<file path="config.mk">
export PLATFORM = sky130hd
export DESIGN_NAME = core_sequencer
export DESIGN_NICKNAME = d
export VERILOG_FILES = /design/src/rtl/core_sequencer_pkg.sv /design/src/rtl/core_sequencer_watchdog.sv /design/src/rtl/core_sequencer.sv
export SDC_FILE = /design/constraint.sdc
export NUM_CORES = 1
export LEC_CHECK = 0
export ABC_CLOCK_PERIOD_IN_PS = 2350
export BUFFER_PORTS_ARGS = -buffer_cell sky130_fd_sc_hd__buf_2
export CORE_ASPECT_RATIO = 0.5
export CORE_MARGIN = 8
export CORE_UTILIZATION = 53
export DETAILED_ROUTE_END_ITERATION = 6
export GPL_TIMING_DRIVEN = 0
export PLACE_DENSITY_LB_ADDON = 0.08
export SLEW_MARGIN = 15
export SYNTH_ARGS = -nofsm -noshare
export SYNTH_HDL_FRONTEND = slang
export SYNTH_SLANG_ARGS = --single-unit
</file>
<file path="constraint.sdc">
create_clock -name clock -period 2.35 [get_ports clock]
set_clock_uncertainty 0.15 [all_clocks]
set_input_delay 0.47 -clock clock [delete_from_list [all_inputs] [get_ports clock]]
set_output_delay 0.47 -clock clock [all_outputs]
set_load 0.005 [all_outputs]
</file>
<file path="src/rtl/core_sequencer_pkg.sv">
// Shared definitions for the core control sequencer:
// opcodes, halt encoding and FSM state type.
package core_sequencer_pkg;

    localparam logic [2:0] OP_LT  = 3'd0;
    localparam logic [2:0] OP_ADD = 3'd1;
    localparam logic [2:0] OP_SUB = 3'd2;
    localparam logic [2:0] OP_XOR = 3'd3;
    localparam logic [2:0] OP_SHL = 3'd4;
    localparam logic [2:0] OP_LD  = 3'd5;
    localparam logic [2:0] OP_ST  = 3'd6;
    localparam logic [2:0] OP_BR  = 3'd7;

    localparam logic [2:0] HALT_R1 = 3'd7;
    localparam logic [2:0] HALT_R2 = 3'd7;

    typedef enum logic [2:0] {
        IDLE,
        FETCH,
        DECODE,
        EXEC,
        MEM,
        WB,
        HALT
    } seq_state_t;

    function automatic logic is_halt(
        input logic [2:0] op,
        input logic [2:0] r1,
        input logic [2:0] r2
    );
        return (op == OP_BR) && (r1 == HALT_R1) && (r2 == HALT_R2);
    endfunction

    function automatic logic is_mem(input logic [2:0] op);
        return (op == OP_LD) || (op == OP_ST);
    endfunction

endpackage

</file>
<file path="src/rtl/core_sequencer_watchdog.sv">
// Run-time guards: memory wait counter with timeout,
// and retired-instruction limit compare.
module seq_watchdog #(
    parameter int MEM_TIMEOUT = 16,
    parameter int MAX_INSTR   = 4096,
    parameter int CNT_BITS    = 16
) (
    input  logic                clock,
    input  logic                reset,
    input  logic                in_mem,
    input  logic [CNT_BITS-1:0] instr_count,
    output logic                timeout,
    output logic                limit
);

    localparam int WW = $clog2(MEM_TIMEOUT) + 1;

    logic [WW-1:0] wait_cnt;

    always_ff @(posedge clock) begin
        if (reset || !in_mem) begin
            wait_cnt <= '0;
        end else begin
            wait_cnt <= wait_cnt + WW'(1);
        end
    end

    assign timeout = in_mem && (wait_cnt == WW'(MEM_TIMEOUT - 1));
    // The retire in flight makes the count reach MAX_INSTR.
    assign limit = (instr_count == CNT_BITS'(MAX_INSTR - 1));

endmodule

</file>
<file path="src/rtl/core_sequencer.sv">
// Multi-cycle control FSM for the 8-bit core datapath:
// fetch/decode/exec/mem/wb strobes, memory handshake, run guards.
module core_sequencer
    import core_sequencer_pkg::*;
#(
    parameter int MEM_TIMEOUT = 16,
    parameter int MAX_INSTR   = 4096,
    parameter int CNT_BITS    = 16
) (
    input  logic                clock,
    input  logic                reset,
    input  logic                start,
    input  logic [2:0]          instr_op,
    input  logic [2:0]          instr_r1,
    input  logic [2:0]          instr_r2,
    input  logic                alu_jump,
    input  logic                mem_ready,
    output logic                pc_clear,
    output logic                pc_inc,
    output logic                pc_load,
    output logic                ir_load,
    output logic                reg_write,
    output logic                reg_src_mem,
    output logic                mem_req,
    output logic                mem_write,
    output logic                busy,
    output logic                done,
    output logic                error,
    output logic [CNT_BITS-1:0] cycle_count,
    output logic [CNT_BITS-1:0] instr_count
);

    seq_state_t state;
    seq_state_t state_nx;

    logic st_op;
    logic retire;
    logic timeout;
    logic limit;
    logic abort;

    assign st_op  = (instr_op == OP_ST);
    assign retire = ((state == EXEC) && !is_mem(instr_op))
                  || ((state == MEM) && mem_ready && st_op)
                  || (state == WB);
    // A ready in the last allowed wait cycle still completes.
    assign abort  = (retire && limit)
                  || ((state == MEM) && !mem_ready && timeout);

    seq_watchdog #(
        .MEM_TIMEOUT (MEM_TIMEOUT),
        .MAX_INSTR   (MAX_INSTR),
        .CNT_BITS    (CNT_BITS)
    ) u_watchdog (
        .clock       (clock),
        .reset       (reset),
        .in_mem      (state == MEM),
        .instr_count (instr_count),
        .timeout     (timeout),
        .limit       (limit)
    );

    always_ff @(posedge clock) begin
        if (reset) begin
            state <= IDLE;
        end else begin
            state <= state_nx;
        end
    end

    always_comb begin
        state_nx = state;
        unique case (state)
            IDLE:    if (start) state_nx = FETCH;
            FETCH:   state_nx = DECODE;
            DECODE:  state_nx = is_halt(instr_op, instr_r1, instr_r2)
                              ? HALT : EXEC;
            EXEC:    state_nx = is_mem(instr_op) ? MEM : FETCH;
            MEM: begin
                if (mem_ready) state_nx = st_op ? FETCH : WB;
            end
            WB:      state_nx = FETCH;
            HALT:    state_nx = IDLE;
            default: state_nx = IDLE;
        endcase
        if (abort) state_nx = HALT;
    end

    always_comb begin
        pc_clear    = 1'b0;
        pc_inc      = 1'b0;
        pc_load     = 1'b0;
        ir_load     = 1'b0;
        reg_write   = 1'b0;
        reg_src_mem = 1'b0;
        mem_req     = 1'b0;
        mem_write   = 1'b0;
        done        = 1'b0;
        busy        = (state != IDLE);
        unique case (state)
            IDLE:  pc_clear = start;
            FETCH: ir_load = 1'b1;
            EXEC: begin
                if (instr_op == OP_BR) begin
                    pc_load = alu_jump;
                    pc_inc  = !alu_jump;
                end else if (!is_mem(instr_op)) begin
                    reg_write = 1'b1;
                    pc_inc    = 1'b1;
                end
            end
            MEM: begin
                mem_req   = 1'b1;
                mem_write = st_op;
                pc_inc    = mem_ready && st_op;
            end
            WB: begin
                reg_write   = 1'b1;
                reg_src_mem = 1'b1;
                pc_inc      = 1'b1;
            end
            HALT:    done = 1'b1;
            default: ;
        endcase
    end

    always_ff @(posedge clock) begin
        if (reset) begin
            cycle_count <= '0;
            instr_count <= '0;
            error       <= 1'b0;
        end else if (state == IDLE) begin
            if (start) begin
                cycle_count <= '0;
                instr_count <= '0;
                error       <= 1'b0;
            end
        end else begin
            if (cycle_count != '1) cycle_count <= cycle_count + CNT_BITS'(1);
            if (retire) instr_count <= instr_count + CNT_BITS'(1);
            if (abort) error <= 1'b1;
        end
    end

endmodule

</file>
# == After elaboration in Yosys (flattened, before gate mapping) ==
# Index checks and enable logic that the tools add are counted.
# classes
add_sub_neg,3
mul,0
div,0
magnitude_cmp,0
n_eq_ne,18
shift,0
n_mux,28
bitwise,0
n_reduce_logical,30
# ops
op,count
two-way mux 16 bit,5
"adder 16 x 1 -> 16 bit, second input constant",2
"== test 3 bit, second input constant",8
two-way mux 3 bit,6
case mux 3 bit (6 select lines),1
"== test 16 x 12 -> 1 bit, second input constant",1
"!= test 16 bit, second input constant",1
two-way mux 1 bit,14
logical AND 1 bit,10
AND reduction 2 bit,5
"== test 3 x 2 -> 1 bit, second input constant",2
"!= test 3 bit, second input constant",2
nonzero test 2 bit,3
"adder 5 x 1 -> 5 bit, second input constant",1
"== test 5 x 4 -> 1 bit, second input constant",1
logical OR 1 bit,5
logical NOT 1 bit,4
"!= test 2 bit, second input constant",2
"== test 3 x 1 -> 1 bit, second input constant",1
logical NOT 3 bit,1
case mux 1 bit (3 select lines),1
nonzero test 3 bit,1
case mux 1 bit (2 select lines),1
OR reduction 2 bit,1
# word_totals
ff_bits,41
latch_bits,0
ram_bits,0
mem_bits_ro,0
in_bits,14
output_inout_bits,43
elab_cells,85
mem_count,0

# == Longest topological paths before layout ==
# Gate-level depths: netlist of the first run.
# depth
word_depth,10
depth_mapped,8
depth_no_buf,6

# == By module ==
# Synthesis of the first run repeated with hierarchy kept, for this count alone.
# unflattened
cells_unflattened,274
hier_area_um2,2247.2
# modules_own_cells
mod,instances,cells_per_inst,area_each_um2,seq_area_each_um2
core_sequencer,1,248,1996.9,720.7
seq_watchdog,1,26,250.2,100.1

# == Worst setup path after synthesis of the first run ==
# Ideal clock, no wire load.
# synth_path
kind,register to register
startpoint,reg cycle_count[0]
endpoint,reg cycle_count[5]
setup_time_ns,0.128
arrival_ns,1.746
setup_slack_ns,0.326
stages_incl_launch_ff,8
path_buffers,1
path_cell_list,dfxtp_1 -> ha_1 -> nand4_1 -> or4_1 -> clkbuf_1 -> o211ai_1 -> xor2_1 -> nor2_1
# synth_via
elab_chain_len,3
# synth_rtl
item,line_no,rtl
"start, declared",core_sequencer.sv:29,"output logic [CNT_BITS-1:0] cycle_count,"
"start signal, assigned",core_sequencer.sv:139,if (cycle_count != '1) cycle_count <= cycle_count + CNT_BITS'(1);
adder 16 x 1 -> 16 bit or != test 16 bit (tied branches),core_sequencer.sv:139,
two-way mux 16 bit or nonzero test 2 bit (tied branches),-,
two-way mux 16 bit or AND reduction 2 bit (tied branches),-,
# Several ways; a longest one is shown, not always the timed one. The select of a mux whose other input is x is not followed.
# A chain may end at the register's enable or synchronous reset.

# == Final worst setup path of the first run ==
# layout_path
startpoint,reg state[2]
endpoint,reg cycle_count[6]
# layout_via
elab_chain_len,3
# layout_rtl
item,line_no,rtl
"start, declared",core_sequencer.sv:33,seq_state_t state;
"start signal, assigned",core_sequencer.sv:67,state <= state_nx;
logical NOT 3 bit *,core_sequencer.sv:132,end else if (state == IDLE) begin
!= test 2 bit (no line) or nonzero test 2 bit (tied branches),-,
AND reduction 2 bit (no line),-,
# Every way passes the cells marked *; elsewhere a longest branch is shown, timed or not.

==> results of run 1 <==
[cell type report]
| type | count | area [µm²] |
|---|---|---|
| timing repair buffer | 68 | 383 |
| multi-input combinational | 204 | 1310 |
| fill | 328 | 1200 |
| inverter | 9 | 38.8 |
| sequential | 41 | 822 |
| tap | 54 | 67.6 |
| clock inverter | 1 | 7.51 |
| clock buffer | 6 | 82.6 |
| buffer | 8 | 52.6 |
[registers in the layout (all words and copies together) (netlist names)]
name	count
cycle_count	16
instr_count	16
u_watchdog.wait_cnt	5
state	3
error	1
[layer usage]
layer / GRT usage (%) / routed length, µm
met4: 3.13 / 43
met2: 30.0 / 2630
met3: 6.38 / 420
met5: 0 / 0
met1: 20.0 / 2520
[stage by stage]
stage | cell area, µm² | hold WS [ns] | TNS [ns] | util [%]
detailed placement | 2560 | 0.291 | 0 | 64.6
finish | 2770 | 0.297 | 0 | 69.8
floorplan | 2210 | 0.268 | 0 | -
global placement | 2560 | 0.282 | 0 | 64.6
CTS | 2670 | 0.301 | 0 | 67.2
global route | 2770 | 0.318 | -0.0380 | 69.8
[critical path: stages (launching register included)]
cell	delay (ns)
dfxtp_1	0.31
buf_6	0.13
buf_12	0.12
nor4_2	0.88
nor3_1	0.18
o21ai_2	0.17
xor2_1	0.18
nor2_1	0.05
[repair_timing]
item | in CTS | in global routing
gates resized for setup | 4 | 10
pin swaps | 0 | 3
endpoints found under the hold margin | 0 | 0
endpoints found under the setup margin | 1 | 25
setup buffers | 1 | 11
[logic make-up after synthesis]
family / Yosys count / share of synthesized area, %
and+or+nand+nor: 126 / 30.8
muxes: 2 / 0.961
xor gates and xnor gates: 25 / 9.89
DFF: 41 / 37.1
adders and majority gates: 4 / 2.26
buffers and inverters: 20 / 4.13
AOI/OAI and AO/OA: 47 / 14.9
[cell usage in the layout (no fill, tap or decap), types with 4 or more instances in the layout]
cell and n:
a31oi_1 5, nor3_1 7, buf_2 57, nand2_1 17
nor2_1 38, nand3_1 13, xor2_1 9, a21oi_1 14
dfxtp_1 40, o211ai_1 4, nand2b_1 5, o21ai_0 7
buf_4 12, nor4_1 5, clkbuf_8 6, nand4_1 10
inv_1 8, ha_1 4, xnor2_1 16
[power by group through the flow]
stage                     logic [mW]  clock network, mW  registers [mW]
after floorplan                0.177                  0           0.745
after global placement         0.260                  0           0.746
after detailed placement       0.263                  0           0.746
after CTS                      0.268              0.483           0.730
after global routing           0.336              0.531           0.735
final                          0.302              0.477           0.732
[synth_stat cells, types with 2 or more instances]
library cell	count
nor2b_1	3
inv_1	8
nor4_1	5
clkbuf_1	6
xor2_1	9
or4_1	3
nor2_1	38
xnor2_1	16
a311oi_1	3
or2_2	2
a21oi_1	14
and4_1	3
nand3b_1	3
nand4_1	10
nand3_1	13
buf_4	2
and3b_1	3
nand2_1	17
a31oi_1	5
nor3_1	7
ha_1	4
o21ai_0	8
buf_2	3
o211ai_1	4
and3_1	3
and2_1	3
nand2b_1	5
dfxtp_1	41
or3_1	3
[worst min path at each step]
stage | startpoint | endpoint | slack, ns | cells past startpoint
6_report | u_watchdog.wait_cnt[0] | u_watchdog.wait_cnt[0] | 0.30 | 1
5_1_grt | u_watchdog.wait_cnt[0] | u_watchdog.wait_cnt[0] | 0.32 | 1
4_1_cts | u_watchdog.wait_cnt[0] | u_watchdog.wait_cnt[0] | 0.30 | 1
3_5_place_dp | u_watchdog.wait_cnt[0] | u_watchdog.wait_cnt[0] | 0.29 | 1
3_3_place_gp | u_watchdog.wait_cnt[0] | u_watchdog.wait_cnt[0] | 0.28 | 1
2_1_floorplan | u_watchdog.wait_cnt[0] | u_watchdog.wait_cnt[0] | 0.27 | 1
==> metrics.txt, run 1 <==
Synth top area share a little under two fifths; Slew Viols, Final 0; Switching Fraction 28.7%; Die Y about 60 µm; achievable clock frequency ~0.44 GHz; Distinct cells, synth 50; Cells after Synth between 200 and 300; Final Hold Fails 0; critical path type reg2reg; Logic pwr share about a fifth; Post-route DRC 0; kind of end point of the critical path flip-flop; total wire length about 5.6 mm; post-route worst setup slack 0.0705 ns; Slew HR a little under a third; Setup WS pre-CTS ~0.00031 ns; H-Tree Depth 2; Overall Power 1.51 mW; grt ovf 0; power share of the clock group a little under a third; FFs w/ async S/R, synth 0%; IO Count 57; largest net degree at the start of global routing 17; antenna cells 0; hold buffers post-CTS 0; Syn Std Cell Area 2210 µm²; reg2reg start state[2]; setup violators final 0; Critical Path Start state[2]; Worst R2R Setup Slack 0.07 ns; CTS tree built; CP max FO 9; clock tree buffer depth 2; Net Sw Power around 430 µW; CORE AREA between 3000 and 4000 µm²; sequential area share after synthesis between 30% and 40%; number of enable flip-flop cells after synthesis 0; max-cap violation count 0; vias per cell around 5.5; placer's final routability congestion estimate between 0.8 and 0.9; WP data arrival approximately 2.3 ns; Sequential Power Share between 40 and 50%; hold crit path type reg2reg; outcome complete, no violations; share of post-route cells with drive strength above 1 between 20 and 30%; area grow syn2layout 25.0%; Post-Place Cells roughly 380; die area around 6600 µm²; R2R cell count 7; crit share post-route between 90% and 100%; Critical Path RT ~2.4 ns; dpl hpwl 4.19 mm; Tot GR Track Use 17.1%; reg-to-reg endpoint cycle_count[6]; Power Density 546 nW/µm²; Clock Sinks between 40 and 50; I/O Buffers 56; DRT iter0 DRCs 121; vias in the first global route between 2000 and 2500; row count 16; Non-Filler Instances roughly 390; worst-skew pair later-pin latency approximately 0.3 ns; Top FF cell, synth dfxtp_1; DR vias ~2200; post-route ant nets 0; initial antenna violation count 0; CTS Buf Count 5; drt pass-1 iters 4; first-pass GRT wire length approximately 9 mm; starting density of the core approximately 56%; Worst Max-Slew Pin Slew just over 1 ns; drt wl/cell ~14 µm; Cell Int Power about 1.1 mW; yosys warns 0; final net count between 300 and 400; Syn Area/Cell about 8.4 µm²; Area contributors post-synth dfxtp_1, nor2_1, xnor2_1, xor2_1, a21oi_1; Root Driver clkbuf_8; min cycle time layout 2.28 ns; Lkg Pwr approximately 1.2 nW; end of the critical path cycle_count[6]; FF+latch count, synth between 40 and 50; Die W roughly 110 µm; Worst Setup Start Kind flip-flop; area leader, netlist dfxtp_1; CTS clk-pin slew, worst paths ~0.080 ns; Post-Synthesis Net Count roughly 280; maximum vdd drop between 300 and 400 µV
No activity file was read; power rests on OpenSTA's default activity.
==> inputs of run 2 (changes only) <==
Settings changed: CORE_UTILIZATION 53 to 50.
==> metrics.txt, run 2 (synthesis results as in run 1) <==
outcome complete, no violations (unchanged); Post-route DRC 0 (unchanged); Overall Power 1.61 mW (was 1.51 mW); CP max FO 10 (was 9); Root Driver clkbuf_8 (unchanged); Lkg Pwr 1.14 nW (was 1.16 nW); dpl hpwl 4.18 mm (was 4.19 mm); Slew HR 38.3% (was 31.4%); Largest regs cycle_count: 16 flops, instr_count: 16 flops, u_watchdog.wait_cnt: 5 flops (unchanged); clock tree buffer depth 2 (unchanged); Critical Path Start state[0] (was state[2]); starting density of the core 51.3% (was 55.8%); Power Density 588 nW/µm² (was 546 nW/µm²); Die W 110 µm (was 107 µm); end of the critical path pc_inc (was cycle_count[6]); Clock Sinks 41 (unchanged); total wire length 5.42 mm (was 5.62 mm); share of post-route cells with drive strength above 1 28.1% (was 29.1%); area grow syn2layout 23.5% (was 25.0%); drt wl/cell 14.0 µm (was 14.4 µm); Die Y 63.0 µm (was 61.7 µm); setup violators final 0 (unchanged); vias in the first global route 1935 (was 2020); reg-to-reg endpoint cycle_count[15] (was cycle_count[6]); post-route worst setup slack 0.114 ns (was 0.0705 ns); R2R cell count 6 (was 7); largest net degree at the start of global routing 17 (unchanged); I/O Buffers 56 (unchanged); Worst Setup Start Kind flip-flop (unchanged); CORE AREA 4320 µm² (was 3960 µm²); reg2reg start cycle_count[1] (was state[2]); Fillers 390 (was 328); row count 17 (was 16); initial antenna violation count 0 (unchanged); Tot GR Track Use 15.9% (was 17.1%); TNS Setup 0 ns (unchanged); Hold Startpoint u_watchdog.wait_cnt[0] (unchanged); worst-skew pair later-pin latency 0.29 ns (was 0.30 ns); hold buffers post-CTS 0 (unchanged); CTS Buf Count 5 (unchanged); die area 6940 µm² (was 6630 µm²); H-Tree Depth 2 (unchanged); CTS tree built (unchanged); antenna cells 0 (unchanged); drt pass-1 iters 4 (unchanged); grt ovf 0 (unchanged); post-route ant nets 0 (unchanged); Worst Max-Slew Pin Slew 0.918 ns (was 1.02 ns); min cycle time layout 2.24 ns (was 2.28 ns); Critical Path RT 1.73 ns (was 2.39 ns); crit share post-route 95.2% (was 97.0%); Setup WS pre-CTS 0.00895 ns (was 0.000315 ns); Core Util, Final 63.3% (was 69.8%); achievable clock frequency 0.447 GHz (was 0.439 GHz); Slew Viols, Final 0 (unchanged); CTS clk-pin slew, worst paths 0.08 ns (about the same); hold crit path type reg2reg (unchanged); Worst R2R Setup Slack 0.15 ns (was 0.07 ns); Final Hold Fails 0 (unchanged); first-pass GRT wire length 9.01 mm (was 9.08 mm); most common cell after layout, fill and taps aside buf_2 (unchanged); DR vias 2106 (was 2163); maximum vdd drop 292 µV (was 366 µV); placer's final routability congestion estimate 0.826 (was 0.898); IO Count 57 (unchanged); WP data arrival 1.62 ns (was 2.32 ns); max-cap violation count 0 (unchanged); slowest stage delay, CP 0.41 ns (was 0.88 ns); kind of end point of the critical path primary output (was flip-flop); final net count 348 (was 355); cell at the slowest stage of the critical path or3b_4 (was nor4_2); commonest cells after routing, fill and taps aside buf_2, dfxtp_1, nor2_1 (unchanged); CP cell instances buf_4, or3b_4, clkinv_4, a31oi_4, o21ai_0, buf_2 (was buf_6, buf_12, nor4_2, nor3_1, o21ai_2, xor2_1, nor2_1); vias per cell 5.43 (was 5.53); critical path type reg2out (was reg2reg); RSZ-0062 raised after global routing false; DRT iter0 DRCs 175 (was 121)
## run 2: cell types whose count changed in the layout (fill, tap and decap cells not counted)
cell | previous run | this run
buf_12 | 1 | 0
buf_4 | 12 | 8
buf_6 | 2 | 1
bufinv_16 | 0 | 1
clkinvlp_4 | 1 | 0
dfxtp_1 | 40 | 39
dfxtp_2 | 1 | 2
o21ai_0 | 7 | 8
o21ai_1 | 1 | 0
## run 2: layer usage
metal  vias up  track usage (%)  wire length, µm
met3         4             5.56              390
met1       986             20.3             2480
met4         0             4.12               36
met5         -                0                0
li1       1078                -                -
met2        38             24.8             2510
## run 2: area by class of cell
| type | instances | area (µm²) | share of cell area (%) |
|---|---|---|---|
| clock buffers | 7 | 86.3 | 3.16 |
| plain buffers | 7 | 45.0 | 1.65 |
| repair buffers | 62 | 325 | 11.9 |
| clock inverters | 1 | 30.0 | 1.10 |
| well taps | 57 | 71.3 | 2.61 |
| inverters | 9 | 38.8 | 1.42 |
| multi-input cells | 204 | 1310 | 48.0 |
| flip-flops and latches | 41 | 823 | 30.1 |
## run 2: critical path: cells and delay by family, from the launching register on
family	cells	cell delay, ns
AND/OR/NAND/NOR	1	0.41
buffers and inverters	3	0.37
flip-flops	1	0.31
AO/OA/AOI/OAI	2	0.24
## run 2: metrics by stage
stage | hold WS [ns] | area, µm² | instances
after detailed placement | 0.287 | 2560 | 378
after floorplan | 0.268 | 2210 | 265
after CTS | 0.302 | 2700 | 386
after global placement | 0.281 | 2560 | 378
final | 0.298 | 2730 | 388
after global routing | 0.328 | 2730 | 388
## run 2: timing repair
| action | CTS | global route |
|---|---|---|
| cloned | 0 | 0 |
| gates resized for setup | 4 | 9 |
| pin swaps | 0 | 3 |
| endpoints found under the setup margin | 1 | 25 |
| buffers inserted | 1 | 5 |
## run 2: worst min path at each step
stage | to | cells past startpoint | slack, ns
5_1_grt | u_watchdog.wait_cnt[0] | 1 | 0.33
3_5_place_dp | u_watchdog.wait_cnt[0] | 1 | 0.29
2_1_floorplan | u_watchdog.wait_cnt[0] | 1 | 0.27
6_report | u_watchdog.wait_cnt[0] | 1 | 0.30
3_3_place_gp | u_watchdog.wait_cnt[0] | 1 | 0.28
4_1_cts | u_watchdog.wait_cnt[0] | 1 | 0.30
## run 2: power by group
| group | switching (mW) | leakage [nW] | internal, mW |
|---|---|---|---|
| clock | 0.240 | 0.0585 | 0.346 |
| sequential | 0.0204 | 0.332 | 0.714 |
| combinational | 0.168 | 0.748 | 0.118 |
| total | 0.428 | 1.14 | 1.18 |
==> inputs of run 3 (changes only) <==
Settings changed: CELL_PAD_IN_SITES_DETAIL_PLACEMENT set to 1, CELL_PAD_IN_SITES_GLOBAL_PLACEMENT set to 2, CORE_UTILIZATION 50 to 30.
==> metrics.txt, run 3 (synthesis results as in run 1) <==
Critical Path RT 1.73 ns (about the same); hold buffers post-CTS 0 (unchanged); DRT iter0 DRCs 52 (was 175); IO Count 57 (unchanged); RSZ-0062 raised after global routing false (unchanged); Largest regs cycle_count: 16 flops, instr_count: 16 flops, u_watchdog.wait_cnt: 5 flops (unchanged); maximum vdd drop 268 µV (was 292 µV); CTS clk-pin slew, worst paths 0.06 ns (was 0.08 ns); CTS tree built (unchanged); vias per cell 5.04 (was 5.43); drt wl/cell 15.6 µm (was 14.0 µm); Critical Path Start state[2] (was state[0]); Die Y 76.7 µm (was 63.0 µm); Worst Setup Start Kind flip-flop (unchanged); clock tree buffer depth 2 (unchanged); worst-skew pair later-pin latency 0.29 ns (about the same); most common cell after layout, fill and taps aside buf_2 (unchanged); Hold Startpoint u_watchdog.wait_cnt[0] (unchanged); Hold WS 0.311 ns (was 0.298 ns); Slew HR 29.5% (was 38.3%); min cycle time layout 2.26 ns (was 2.24 ns); max-cap violation count 0 (unchanged); post-route worst setup slack 0.0925 ns (was 0.114 ns); Post-route DRC 0 (unchanged); initial antenna violation count 0 (unchanged); hold crit path type reg2reg (unchanged); achievable clock frequency 0.443 GHz (was 0.447 GHz); commonest cells after routing, fill and taps aside buf_2, dfxtp_1, nor2_1 (unchanged); crit share post-route 96.1% (was 95.2%); drt pass-1 iters 4 (unchanged); Slew Viols, Final 0 (unchanged); reg2reg start state[2] (was cycle_count[1]); starting density of the core 30.6% (was 51.3%); outcome complete, no violations (unchanged); largest net degree at the start of global routing 17 (unchanged); post-route ant nets 0 (unchanged); critical path type reg2out (unchanged); Power Density 624 nW/µm² (was 588 nW/µm²); total wire length 6.69 mm (was 5.42 mm); CORE AREA 7240 µm² (was 4320 µm²); share of post-route cells with drive strength above 1 29.1% (was 28.1%); Worst Max-Slew Pin Slew 1.05 ns (was 0.918 ns); setup violators final 0 (unchanged); die area 10500 µm² (was 6940 µm²); Root Driver clkbuf_16 (was clkbuf_8); H-Tree Depth 2 (unchanged); Final Hold Fails 0 (unchanged); Clock Sinks 41 (unchanged); Lkg Pwr 1.17 nW (was 1.14 nW); I/O Buffers 56 (unchanged); Tot GR Track Use 13.0% (was 15.9%); CTS Buf Count 5 (unchanged); first-pass GRT wire length 11.1 mm (was 9.01 mm); TNS Setup 0 ns (unchanged); kind of end point of the critical path primary output (unchanged); antenna cells 0 (unchanged); WP data arrival 1.64 ns (was 1.62 ns); area grow syn2layout 28.6% (was 23.5%); vias in the first global route 2184 (was 1935); Setup WS pre-CTS -0.0900 ns (was 0.00895 ns); placer's final routability congestion estimate 0.764 (was 0.826); CP max FO 10 (unchanged); grt ovf 0 (unchanged); dpl hpwl 5.11 mm (was 4.18 mm); row count 22 (was 17); final net count 350 (was 348); DR vias 2161 (was 2106); Die W 137 µm (was 110 µm)
==> run 3: metrics by stage <==
step	power (mW)	utilization, %	cells	cell area, µm²
6_report	1.78	39.3	429	2850
5_1_grt	1.88	39.3	429	2850
4_1_cts	1.78	38.6	424	2790
3_5_place_dp	1.03	36.1	417	2610
3_3_place_gp	1.02	36.1	417	2610
2_1_floorplan	0.922	-	265	2210
==> run 3: repair_timing <==
action	4_1_cts	5_1_grt
pin swaps	2	3
endpoints found under the setup margin	21	19
gates resized for setup	11	5
buffers inserted	0	7
==> run 3: cell type report <==
cell class              count  area [µm²]
fillers                   883        4390
multi-input cells         204        1310
flip-flops and latches     41         823
well taps                  96         120
clock inverters             1        5.00
plain buffers               8        63.8
inverters                   9        38.8
repair buffers             63         333
clock buffers               7         153
==> run 3: path summary, 6_finish.rpt <==
check | to | slack (ns) | depth (start not counted)
worst max-delay path | pc_inc | 0.09 | 7
worst min-delay path | u_watchdog.wait_cnt[0] | 0.31 | 1
worst max register to register | cycle_count[6] | 0.15 | 6
worst min register to register | u_watchdog.wait_cnt[0] | 0.31 | 1
==> run 3: power by group <==
part	total, mW	internal, mW	switching, mW
Sequential	0.736	0.714	0.0222
Clock	0.734	0.450	0.284
Combinational	0.307	0.128	0.179
==> run 3: critical path, cell delays in order (launching register included) <==
cell and delay [ns]:
dfxtp_2 0.32, buf_6 0.13, or3b_4 0.41, clkinv_4 0.08
a31oi_4 0.09, buf_6 0.14, o21ai_1 0.06, buf_2 0.12
==> run 3: layer usage <==
layer | share of wire (%) | track usage (%) | routed length (µm) | vias up
li1 | - | - | - | 1077
met1 | 47 | 16.3 | 3170 | 1044
met2 | 47 | 20.6 | 3140 | 32
met3 | 4.8 | 4.36 | 320 | 8
met4 | 0.94 | 3.77 | 63 | 0
met5 | 0 | 0 | 0 | -
